`src/rtl/sa_pkg.sv`:
```
// Shared types and helpers for the weight-stationary systolic array.
package sa_pkg;

   typedef enum logic [1:0] {
      StEmpty = 2'd0,
      StLoad  = 2'd1,
      StRun   = 2'd2,
      StDrain = 2'd3
   } sa_state_e;

   // Ceiling log2 that never returns 0, so counters sized from it stay legal.
   function automatic int unsigned sa_clog2(input int unsigned n);
      int unsigned r;
      r = 0;
      for (int unsigned i = 0; i < 32; i++) begin
         if ((64'd1 << i) < 64'(n)) r = i + 1;
      end
      return (r == 0) ? 1 : r;
   endfunction

endpackage

```
`src/rtl/sa_pe.sv`:
```
// One weight-stationary cell: holds a weight, forwards the activation right
// and the accumulated partial sum down.
module sa_pe #(
   parameter int unsigned DW = 8,
   parameter int unsigned AW = 18
) (
   input  logic                 i_clk,
   input  logic                 i_rst_n,
   input  logic                 i_w_en,
   input  logic signed [DW-1:0] i_w,
   output logic signed [DW-1:0] o_w,
   input  logic signed [DW-1:0] i_a,
   output logic signed [DW-1:0] o_a,
   input  logic signed [AW-1:0] i_psum,
   output logic signed [AW-1:0] o_psum
);

   logic signed [DW-1:0]   r_w;
   logic signed [DW-1:0]   r_a;
   logic signed [AW-1:0]   r_psum;
   logic signed [2*DW-1:0] w_prod;

   assign w_prod = (2*DW)'(i_a) * (2*DW)'(r_w);

   always_ff @(posedge i_clk or negedge i_rst_n) begin
      if (!i_rst_n) begin
         r_w    <= '0;
         r_a    <= '0;
         r_psum <= '0;
      end else begin
         if (i_w_en) r_w <= i_w;
         r_a    <= i_a;
         r_psum <= i_psum + AW'(w_prod);
      end
   end

   assign o_w    = r_w;
   assign o_a    = r_a;
   assign o_psum = r_psum;

endmodule

```
`src/rtl/sa_array.sv`:
```
// Parametrised weight-stationary systolic array y = a^T * W with runtime weight
// loading, built-in input skew / output deskew and a drain-before-reload FSM.
module sa_array
   import sa_pkg::*;
#(
   parameter int unsigned ROWS = 2,
   parameter int unsigned COLS = 2,
   parameter int unsigned DW   = 8,
   parameter int unsigned AW   = 2*DW + $clog2(ROWS) + 1
) (
   input  logic               i_clk,
   input  logic               i_rst_n,
   input  logic               i_w_valid,
   output logic               o_w_ready,
   input  logic [COLS*DW-1:0] i_w_data,
   input  logic               i_a_valid,
   output logic               o_a_ready,
   input  logic [ROWS*DW-1:0] i_a_data,
   output logic               o_y_valid,
   output logic [COLS*AW-1:0] o_y_data
);

   localparam int unsigned L  = ROWS + COLS;
   localparam int unsigned BW = sa_clog2(ROWS);
   localparam int unsigned CW = sa_clog2(L + 2);

   localparam logic [1:0] S_EMPTY = StEmpty;
   localparam logic [1:0] S_LOAD  = StLoad;
   localparam logic [1:0] S_RUN   = StRun;
   localparam logic [1:0] S_DRAIN = StDrain;

   logic [1:0]    r_state;
   logic [1:0]    w_state_nxt;
   logic [BW-1:0] r_beat;
   logic [BW-1:0] w_beat_nxt;
   logic [CW-1:0] r_infl;
   logic [CW-1:0] w_infl_nxt;
   logic [L:0]    r_tag;
   logic          w_w_acc;
   logic          w_a_acc;

   logic signed [DW-1:0] w_a  [ROWS][COLS+1];
   logic signed [DW-1:0] w_wt [ROWS+1][COLS];
   logic signed [AW-1:0] w_ps [ROWS+1][COLS];
   logic [ROWS*DW-1:0]   w_unused_a;
   logic [COLS*DW-1:0]   w_unused_w;

   assign o_w_ready = (r_state == S_EMPTY) || (r_state == S_LOAD);
   assign o_a_ready = (r_state == S_RUN);
   assign w_w_acc   = i_w_valid && o_w_ready;
   assign w_a_acc   = i_a_valid && o_a_ready;
   assign o_y_valid = r_tag[L];

   always_comb begin
      w_state_nxt = r_state;
      w_beat_nxt  = r_beat;
      unique case (r_state)
         S_EMPTY, S_LOAD: begin
            if (w_w_acc) begin
               if (r_beat == BW'(ROWS - 1)) begin
                  w_state_nxt = S_RUN;
                  w_beat_nxt  = '0;
               end else begin
                  w_state_nxt = S_LOAD;
                  w_beat_nxt  = r_beat + BW'(1);
               end
            end
         end
         S_RUN: begin
            if (i_w_valid) w_state_nxt = S_DRAIN;
         end
         S_DRAIN: begin
            if (r_infl == '0) begin
               w_state_nxt = S_LOAD;
               w_beat_nxt  = '0;
            end
         end
         default: w_state_nxt = S_EMPTY;
      endcase
   end

   always_comb begin
      w_infl_nxt = r_infl;
      if (w_a_acc && !o_y_valid) begin
         w_infl_nxt = r_infl + CW'(1);
      end else if (!w_a_acc && o_y_valid) begin
         w_infl_nxt = r_infl - CW'(1);
      end
   end

   always_ff @(posedge i_clk or negedge i_rst_n) begin
      if (!i_rst_n) begin
         r_state <= S_EMPTY;
         r_beat  <= '0;
         r_infl  <= '0;
         r_tag   <= '0;
      end else begin
         r_state <= w_state_nxt;
         r_beat  <= w_beat_nxt;
         r_infl  <= w_infl_nxt;
         r_tag   <= {r_tag[L-1:0], w_a_acc};
      end
   end

   // Row r sees its activation r cycles after the common capture stage.
   for (genvar gr = 0; gr < ROWS; gr++) begin : g_skew
      logic signed [DW-1:0] r_sk [gr+1];

      always_ff @(posedge i_clk or negedge i_rst_n) begin
         if (!i_rst_n) begin
            for (int i = 0; i <= gr; i++) r_sk[i] <= '0;
         end else begin
            r_sk[0] <= w_a_acc ? i_a_data[gr*DW +: DW] : '0;
            for (int i = 1; i <= gr; i++) r_sk[i] <= r_sk[i-1];
         end
      end

      assign w_a[gr][0] = r_sk[gr];
      assign w_unused_a[gr*DW +: DW] = w_a[gr][COLS];
   end

   // Column c waits COLS-1-c cycles plus one output stage so all columns align.
   for (genvar gc = 0; gc < COLS; gc++) begin : g_deskew
      localparam int unsigned D = COLS - 1 - gc;
      logic signed [AW-1:0] r_dk [D+1];

      always_ff @(posedge i_clk or negedge i_rst_n) begin
         if (!i_rst_n) begin
            for (int i = 0; i <= D; i++) r_dk[i] <= '0;
         end else begin
            r_dk[0] <= w_ps[ROWS][gc];
            for (int i = 1; i <= D; i++) r_dk[i] <= r_dk[i-1];
         end
      end

      assign o_y_data[gc*AW +: AW]    = r_dk[D];
      assign w_wt[0][gc]              = i_w_data[gc*DW +: DW];
      assign w_ps[0][gc]              = '0;
      assign w_unused_w[gc*DW +: DW] = w_wt[ROWS][gc];
   end

   for (genvar gr = 0; gr < ROWS; gr++) begin : g_row
      for (genvar gc = 0; gc < COLS; gc++) begin : g_col
         sa_pe #(
            .DW (DW),
            .AW (AW)
         ) u_pe (
            .i_clk   (i_clk),
            .i_rst_n (i_rst_n),
            .i_w_en  (w_w_acc),
            .i_w     (w_wt[gr][gc]),
            .o_w     (w_wt[gr+1][gc]),
            .i_a     (w_a[gr][gc]),
            .o_a     (w_a[gr][gc+1]),
            .i_psum  (w_ps[gr][gc]),
            .o_psum  (w_ps[gr+1][gc])
         );
      end
   end

endmodule

```
`config.mk`:
```
export PLATFORM = sky130hd
export DESIGN_NAME = sa_array
export DESIGN_NICKNAME = d
export VERILOG_FILES = /design/src/rtl/sa_pkg.sv /design/src/rtl/sa_pe.sv /design/src/rtl/sa_array.sv
export SDC_FILE = /design/constraint.sdc
export NUM_CORES = 1
export LEC_CHECK = 0
export ABC_CLOCK_PERIOD_IN_PS = 6900
export BUFFER_PORTS_ARGS = -buffer_cell sky130_fd_sc_hd__buf_4
export CAP_MARGIN = 20
export CORE_MARGIN = 2
export CORE_UTILIZATION = 45
export CTS_CLUSTER_SIZE = 8
export DETAILED_ROUTE_END_ITERATION = 12
export PLACE_DENSITY = 0.6
export SLEW_MARGIN = 25
export SYNTH_ARGS = -nofsm -noshare
export SYNTH_HDL_FRONTEND = slang
export SYNTH_SLANG_ARGS = --single-unit
```
`constraint.sdc`:
```
create_clock -name i_clk -period 6.9 [get_ports i_clk]
set_clock_uncertainty 0.15 [all_clocks]
set_input_delay 0.345 -clock i_clk [delete_from_list [all_inputs] [get_ports i_clk]]
set_output_delay 0.345 -clock i_clk [all_outputs]
set_load 0.05 [all_outputs]
```
==> results of run 1 <==
==> cells by family (layout without fill, tap and decap cells) <==
family / count (synthesis) / count (layout) / synth area share, %
DFF: 200 / 200 / 30.0
AOI/OAI and AO/OA: 96 / 96 / 3.87
and+or+nand+nor: 343 / 343 / 10.7
buffers and inverters: 334 / 434 / 7.97
adders and majority gates: 400 / 400 / 41.9
muxes: 31 / 31 / 2.10
xor gates and xnor gates: 65 / 65 / 3.42
==> flip-flops by register name, summed over array words and instances (netlist names) <==
register and count:
g_row.g_col.u_pe.o_w 32, g_row.g_col.u_pe.o_a 16, r_state 2, g_deskew.r_dk 34
o_y_data 17, r_beat 1, r_tag 5, g_row.g_col.u_pe.o_psum 66
g_skew.r_sk 24, r_infl 3
==> per-layer routing <==
metal / vias to the layer above / track usage [%]
met5: - / 0
met4: 0 / 4.55
met3: 27 / 2.50
met2: 144 / 29.0
met1: 5032 / 25.1
li1: 4632 / -
==> per-stage QoR <==
step / area (um^2) / hold WS [ns] / power (W) / util, %
2_1_floorplan: 16700 / -0.101 / 0.00514 / -
3_3_place_gp: 17600 / 0.183 / 0.00602 / 48.3
3_5_place_dp: 17600 / 0.185 / 0.00612 / 48.3
4_1_cts: 18400 / 0.000608 / 0.00713 / 50.5
5_1_grt: 18400 / 0.0198 / 0.00780 / 50.5
6_report: 18400 / 0.0286 / 0.00703 / 50.5
==> cell type report <==
type | count | share of cell area [%]
clock buffers | 19 | 2.40
clock inverters | 12 | 0.509
inverters | 298 | 6.06
multi-input cells | 935 | 56.0
flip-flops and latches | 200 | 27.1
well taps | 468 | 3.17
repair buffers | 105 | 4.69
==> worst max-delay path: stages, from the launching register on <==
cell,delay [ns]
dfrtp_1,0.49
and2_1,0.49
inv_1,0.18
fa_1,0.51
inv_1,0.05
fa_1,0.50
fa_1,0.57
fa_1,0.43
fa_1,0.45
ha_1,0.33
o21a_1,0.20
a21oi_1,0.24
o21ai_0,0.14
a21oi_1,0.22
o21ai_0,0.14
xnor2_1,0.14
==> cells in the mapped netlist (2+ instances only) <==
library cell / n / area share, %
inv_1: 296 / 6.7
fa_1: 263 / 32
dfrtp_1: 200 / 30
and2_1: 139 / 5.2
ha_1: 137 / 10
nand2_1: 101 / 2.3
xnor2_1: 51 / 2.7
nor2_1: 38 / 0.86
mux2_2: 31 / 2.1
o21ai_0: 25 / 0.75
buf_4: 19 / 0.86
and3_1: 18 / 0.68
a21oi_1: 17 / 0.51
clkbuf_1: 15 / 0.34
nor2b_1: 15 / 0.56
xor2_1: 14 / 0.74
o21a_1: 12 / 0.54
nand2b_1: 11 / 0.41
nor3_1: 8 / 0.24
a211oi_1: 6 / 0.27
a21o_1: 4 / 0.18
nand3_1: 4 / 0.12
o21ai_1: 4 / 0.12
o211ai_1: 3 / 0.14
or3_1: 3 / 0.11
a2111o_1: 2 / 0.14
a211o_1: 2 / 0.11
a211oi_2: 2 / 0.15
a21boi_0: 2 / 0.090
a21oi_2: 2 / 0.11
a31o_1: 2 / 0.11
a31oi_1: 2 / 0.075
buf_2: 2 / 0.060
clkinv_1: 2 / 0.045
nand4_1: 2 / 0.075
or4_1: 2 / 0.090
==> power by group <==
part,internal [W],switching [W]
logic,0.00178,0.00227
registers,0.00161,0.000428
clock network,0.000474,0.000470
==> worst paths after layout <==
kind	slack [ns]	endpoint
min in group asynchronous	0.39	g_deskew[1].r_dk[3]
worst max-delay path	1.56	g_row[1].g_col[1].u_pe.o_psum[16]
worst max register to register	1.56	g_row[1].g_col[1].u_pe.o_psum[16]
max in group asynchronous	5.04	g_row[0].g_col[1].u_pe.o_psum[13]
worst min-delay path	0.03	g_skew[1].r_sk[10]
worst min register to register	0.19	g_deskew[1].r_dk[12]
==> results.sh, run 1 <==
export IMPL_grt_max_degree=103
export IMPL_top_layer_used="met4"
export IMPL_cts_root_buf="clkbuf_16"
export IMPL_synth_cell_types=49
export IMPL_rsz0062_at_grt="no"
export IMPL_synth_avg_cell_area_um2=11.3
export IMPL_leakage_nw=9.65
export IMPL_fill_cells=3308
export IMPL_rows=70
export IMPL_seq_area_um2=5000
export IMPL_fmax_mhz=187
export IMPL_cap_violations=0
export IMPL_gr_total_overflow=0
export IMPL_startpoint="g_row[1].g_col[1].u_pe.o_w[0]"
export IMPL_min_from="i_a_data[10]"
export IMPL_numPortBuffers=74
export IMPL_start_kind="flop"
export IMPL_wl_met2_um=14100
export IMPL_met3WireLength_um=991
export IMPL_clockBufferDepth=2
export IMPL_dr_pass1_iters=6
export IMPL_wl_met1_um=14800
export IMPL_grt_pass1_vias=10755
export IMPL_finalCriticalPeriod_ns=5.34
export IMPL_netlist_area_um2=16700
export IMPL_hp_class="input port to flop"
export IMPL_slew_headroom_pct=48.6
export IMPL_initial_core_util_pct=45.6
export IMPL_cts_clk_slew_worst_paths_ns=0.08
export IMPL_routed_wl_um=30400
export IMPL_core_area_um2=36500
export IMPL_async_flop_share_pct=100
export IMPL_cts_tree="done"
export IMPL_outcome="complete, no violations"
export IMPL_power_density_nw_per_um2=381
export IMPL_place_congestion=0.814
export IMPL_critPathCaptureType="flop"
export IMPL_critPathKind="flop to flop"
export IMPL_vdd_drop_max_v=0.000209
export IMPL_diodes=0
export IMPL_worstPathRequired_ns=7.08
export IMPL_post_cts_setup_buffers=0
export IMPL_cts_sinks=200
export IMPL_r2r_cells=15
export IMPL_tightest_slew_ns=0.771
export IMPL_cts_buffers=17
export IMPL_ant_nets=0
export IMPL_final_layout_size_suffix_gt1_share_pct=9.31
export IMPL_via_per_inst=4.83
export IMPL_die_h_um=196
export IMPL_hold_violations=0
export IMPL_grt_pass1_wl_um=54000
export IMPL_dp_final_hpwl_um=24000
export IMPL_syn_nets=1905
export IMPL_dpl_cell_count=1978
export IMPL_layout_setup_ws_ns=1.56
export IMPL_routedWlPerCell_um=14.9
export IMPL_postSynthCellCount=1469
export IMPL_ys_ff_latch=200
export IMPL_first_iter_violations=278
export IMPL_rr_startpoint="g_row[1].g_col[1].u_pe.o_w[0]"
export IMPL_post_route_period_util_pct=77.4
export IMPL_antenna_found_initial=0
export IMPL_dp_slack_ns=1.52
export IMPL_syn2layout_area_growth_pct=10.7
export IMPL_seq_area_frac_synth_pct=30.0
export IMPL_fin_nets=1993
export IMPL_cts_resized=0
export IMPL_die_area_um2=38600
export IMPL_whs_path_depth=2
export IMPL_cts_htree_levels=4
export IMPL_final_cell_mix="inv_1 (296), fa_1 (263), dfrtp_1 (200), and2_1 (139), ha_1 (137)"
export IMPL_setup_viol=0
export IMPL_layout_commonest_cell="inv_1"
export IMPL_vias=9835
export IMPL_grt_usage_pct=17.7
export IMPL_synthFlopType="dfrtp_1"
export IMPL_clk_latency_ns=0.45
export IMPL_multi_input_area_um2=10300
export IMPL_drc=0
export IMPL_io_pins=75
export IMPL_critPathMaxFanout=9
export IMPL_final_cells=2037
export IMPL_synth_edf_count=0
export IMPL_cp_arrival_ns=5.52
export IMPL_fin_tns_setup_ns=0
export IMPL_finalMaxSlewViolations=0
export IMPL_hold_buffers=26
export IMPL_die_w_um=196
export IMPL_yosys_warnings=0
Note: power is estimated with default switching activity, not from simulation.
==> inputs of run 2 (changes only) <==
--- a/config.mk
+++ b/config.mk
@@ -5,7 +5,7 @@
 export SDC_FILE = /design/constraint.sdc
 export NUM_CORES = 1
 export LEC_CHECK = 0
-export ABC_CLOCK_PERIOD_IN_PS = 6900
+export ABC_CLOCK_PERIOD_IN_PS = 5120
 export BUFFER_PORTS_ARGS = -buffer_cell sky130_fd_sc_hd__buf_4
 export CAP_MARGIN = 20
 export CORE_MARGIN = 2
==> constraint.sdc (replaced) <==
create_clock -name i_clk -period 5.12 [get_ports i_clk]
set_clock_uncertainty 0.15 [all_clocks]
set_input_delay 0.256 -clock i_clk [delete_from_list [all_inputs] [get_ports i_clk]]
set_output_delay 0.256 -clock i_clk [all_outputs]
set_load 0.05 [all_outputs]
==> run 2 against run 1 <==
Net effect: hold slack improved by 0.0017 ns; count of clock-buffer cells in the layout did not move; sequential share of layout area fell by 0.46 points; sequential power rose by 33%; power rose by 36%; fmax rose by 9.8%; via count rose by 0.36%; routed wire length rose by 0.92%; non-clock buffer count rose by 31.
==> results.sh, run 2 (same netlist as run 1, synthesis figures left out) <==
export IMPL_seq_area_um2=5010
export IMPL_antenna_found_initial=0
export IMPL_whs_path_depth=2
export IMPL_min_from="i_a_valid"
export IMPL_numPortBuffers=74
export IMPL_cp_num_buf_inv=3
export IMPL_hold_path_endpoint="g_skew[1].r_sk[10]"
export IMPL_slew_headroom_pct=50.9
export IMPL_critPathCaptureType="flop"
export IMPL_largest_reg_flops=66
export IMPL_cpLargestDelayFamily="adder cells"
export IMPL_critPathKind="flop to flop"
export IMPL_drc=0
export IMPL_place_congestion=0.824
export IMPL_rr_startpoint="g_row[1].g_col[0].u_pe.o_w[2]"
export IMPL_r2r_cells=15
export IMPL_hp_class="input port to flop"
export IMPL_cts_sinks=200
export IMPL_fin_tns_setup_ns=0
export IMPL_multi_input_area_um2=10300
export IMPL_leakage_nw=9.85
export IMPL_finalCriticalPeriod_ns=4.87
export IMPL_via_per_inst=4.77
export IMPL_tightest_slew_ns=0.734
export IMPL_cts_buffers=17
export IMPL_grt_pass1_wl_um=54600
export IMPL_grt_max_degree=117
export IMPL_cts_root_buf="clkbuf_16"
export IMPL_rows=70
export IMPL_crit_path_frequent_cell="fa_1"
export IMPL_finalMaxSlewViolations=0
export IMPL_fin_util_pct=51.5
export IMPL_gr_total_overflow=0
export IMPL_grt_pass1_vias=11037
export IMPL_die_w_um=196
export IMPL_die_h_um=196
export IMPL_r2r_slack_ns=0.25
export IMPL_dr_pass1_iters=5
export IMPL_rsz0062_at_grt="no"
export IMPL_clockBufferDepth=2
export IMPL_die_area_um2=38600
export IMPL_syn2layout_area_growth_pct=12.8
export IMPL_cap_violations=0
export IMPL_grt_usage_pct=17.9
export IMPL_crit_path_max_incr_delay_ns=0.58
export IMPL_routed_wl_um=30700
export IMPL_cp_arrival_ns=5.05
export IMPL_cts_htree_levels=4
export IMPL_final_cell_mix="inv_1 (296), fa_1 (263), dfrtp_1 (192), and2_1 (137), ha_1 (137)"
export IMPL_fin_nets=2024
export IMPL_post_route_period_util_pct=95.0
export IMPL_crit_reg2reg_capture="g_row[1].g_col[0].u_pe.o_psum[15]"
export IMPL_fin_area_um2=18800
export IMPL_clk_latency_ns=0.45
export IMPL_diodes=0
export IMPL_vdd_drop_max_v=0.000265
export IMPL_dpl_cell_area_um2=17800
export IMPL_worstPathRequired_ns=5.31
export IMPL_crit_slowest_cell="fa_1"
export IMPL_cts_clk_slew_worst_paths_ns=0.08
export IMPL_whs_ns=0.0302
export IMPL_initial_core_util_pct=45.6
export IMPL_ant_nets=0
export IMPL_routedWlPerCell_um=14.8
export IMPL_final_layout_size_suffix_gt1_share_pct=10.8
export IMPL_hold_violations=0
export IMPL_power_density_nw_per_um2=510
export IMPL_post_layout_total_power_w=0.00959
export IMPL_layout_commonest_cell="inv_1"
export IMPL_io_pins=75
export IMPL_post_cts_setup_buffers=0
export IMPL_vias=9870
export IMPL_outcome="complete, no violations"
export IMPL_start_kind="flop"
export IMPL_fill_cells=3190
export IMPL_setup_viol=0
export IMPL_critPathMaxFanout=9
export IMPL_cp_cell_sequence="nand2_1 -> fa_1 -> inv_1 -> fa_1 -> fa_1 -> inv_1 -> fa_1 -> inv_1 -> ha_1 -> ha_1 -> and3_1 -> a21boi_0 -> a41oi_1 -> a21oi_1 -> xor2_1"
export IMPL_cts_tree="done"
export IMPL_first_iter_violations=339
export IMPL_dp_final_hpwl_um=24400
export IMPL_fmax_mhz=205
export IMPL_core_area_um2=36500
run 2: worst reg2reg max path, stage by stage, from the launching register on:
cell	delay, ns
dfrtp_1	0.50
nand2_1	0.21
fa_1	0.58
inv_1	0.18
fa_1	0.46
fa_1	0.54
inv_1	0.05
fa_1	0.47
inv_1	0.04
ha_1	0.28
ha_1	0.35
and3_1	0.22
a21boi_0	0.12
a41oi_1	0.32
a21oi_1	0.13
xor2_1	0.15
run 2: per-layer routing:
metal	up-vias	share of wire, %	GRT usage (%)
li1	4699	-	-
met1	4985	49	25.0
met2	150	47	29.5
met3	36	2.7	2.29
met4	0	1.7	5.13
met5	-	0	0
run 2: how the worst max path moves through the flow:
| stage | from | end | slack, ns | cells after the start |
|---|---|---|---|---|
| floorplan | g_row[1].g_col[1].u_pe.o_w[0] | g_row[1].g_col[1].u_pe.o_psum[16] | 0.07 | 16 |
| global placement | g_skew[1].r_sk[7] | g_row[1].g_col[0].u_pe.o_psum[15] | 0.19 | 14 |
| detailed placement | g_row[1].g_col[1].u_pe.o_w[0] | g_row[1].g_col[1].u_pe.o_psum[16] | 0.14 | 15 |
| CTS | g_row[1].g_col[1].u_pe.o_w[1] | g_row[1].g_col[1].u_pe.o_psum[16] | 0.12 | 13 |
| global route | g_row[1].g_col[1].u_pe.o_w[1] | g_row[1].g_col[1].u_pe.o_psum[16] | 0.005 | 13 |
| finish | g_row[1].g_col[0].u_pe.o_w[2] | g_row[1].g_col[0].u_pe.o_psum[15] | 0.25 | 15 |
run 2: per-stage QoR:
| stage | std cells | setup WS [ns] |
|---|---|---|
| floorplan | 1469 | 0.0746 |
| global placement | 1991 | 0.188 |
| detailed placement | 1992 | 0.143 |
| CTS | 2068 | 0.121 |
| global route | 2068 | 0.00460 |
| finish | 2068 | 0.254 |
run 2: report_power, final:
group | total (W) | switching (W) | internal [W]
registers | 0.00271 | 0.000535 | 0.00217
clock network | 0.00133 | 0.000665 | 0.000663
logic | 0.00555 | 0.00309 | 0.00246
total | 0.00959 | 0.00429 | 0.00529
run 2: layout make-up:
| type | instances | share of cell area [%] |
|---|---|---|
| flip-flops and latches | 200 | 26.7 |
| clock inverters | 12 | 0.606 |
| inverters | 298 | 5.95 |
| well taps | 468 | 3.11 |
| repair buffers | 136 | 6.24 |
| multi-input cells | 935 | 55.0 |
| clock buffers | 19 | 2.41 |
run 2: what timing repair did:
action / in CTS / in global routing
hold buffers: 45 / 0
resized for setup: 0 / 11
hold endpoints to repair: 118 / 0
endpoints found under the setup margin: 0 / 4
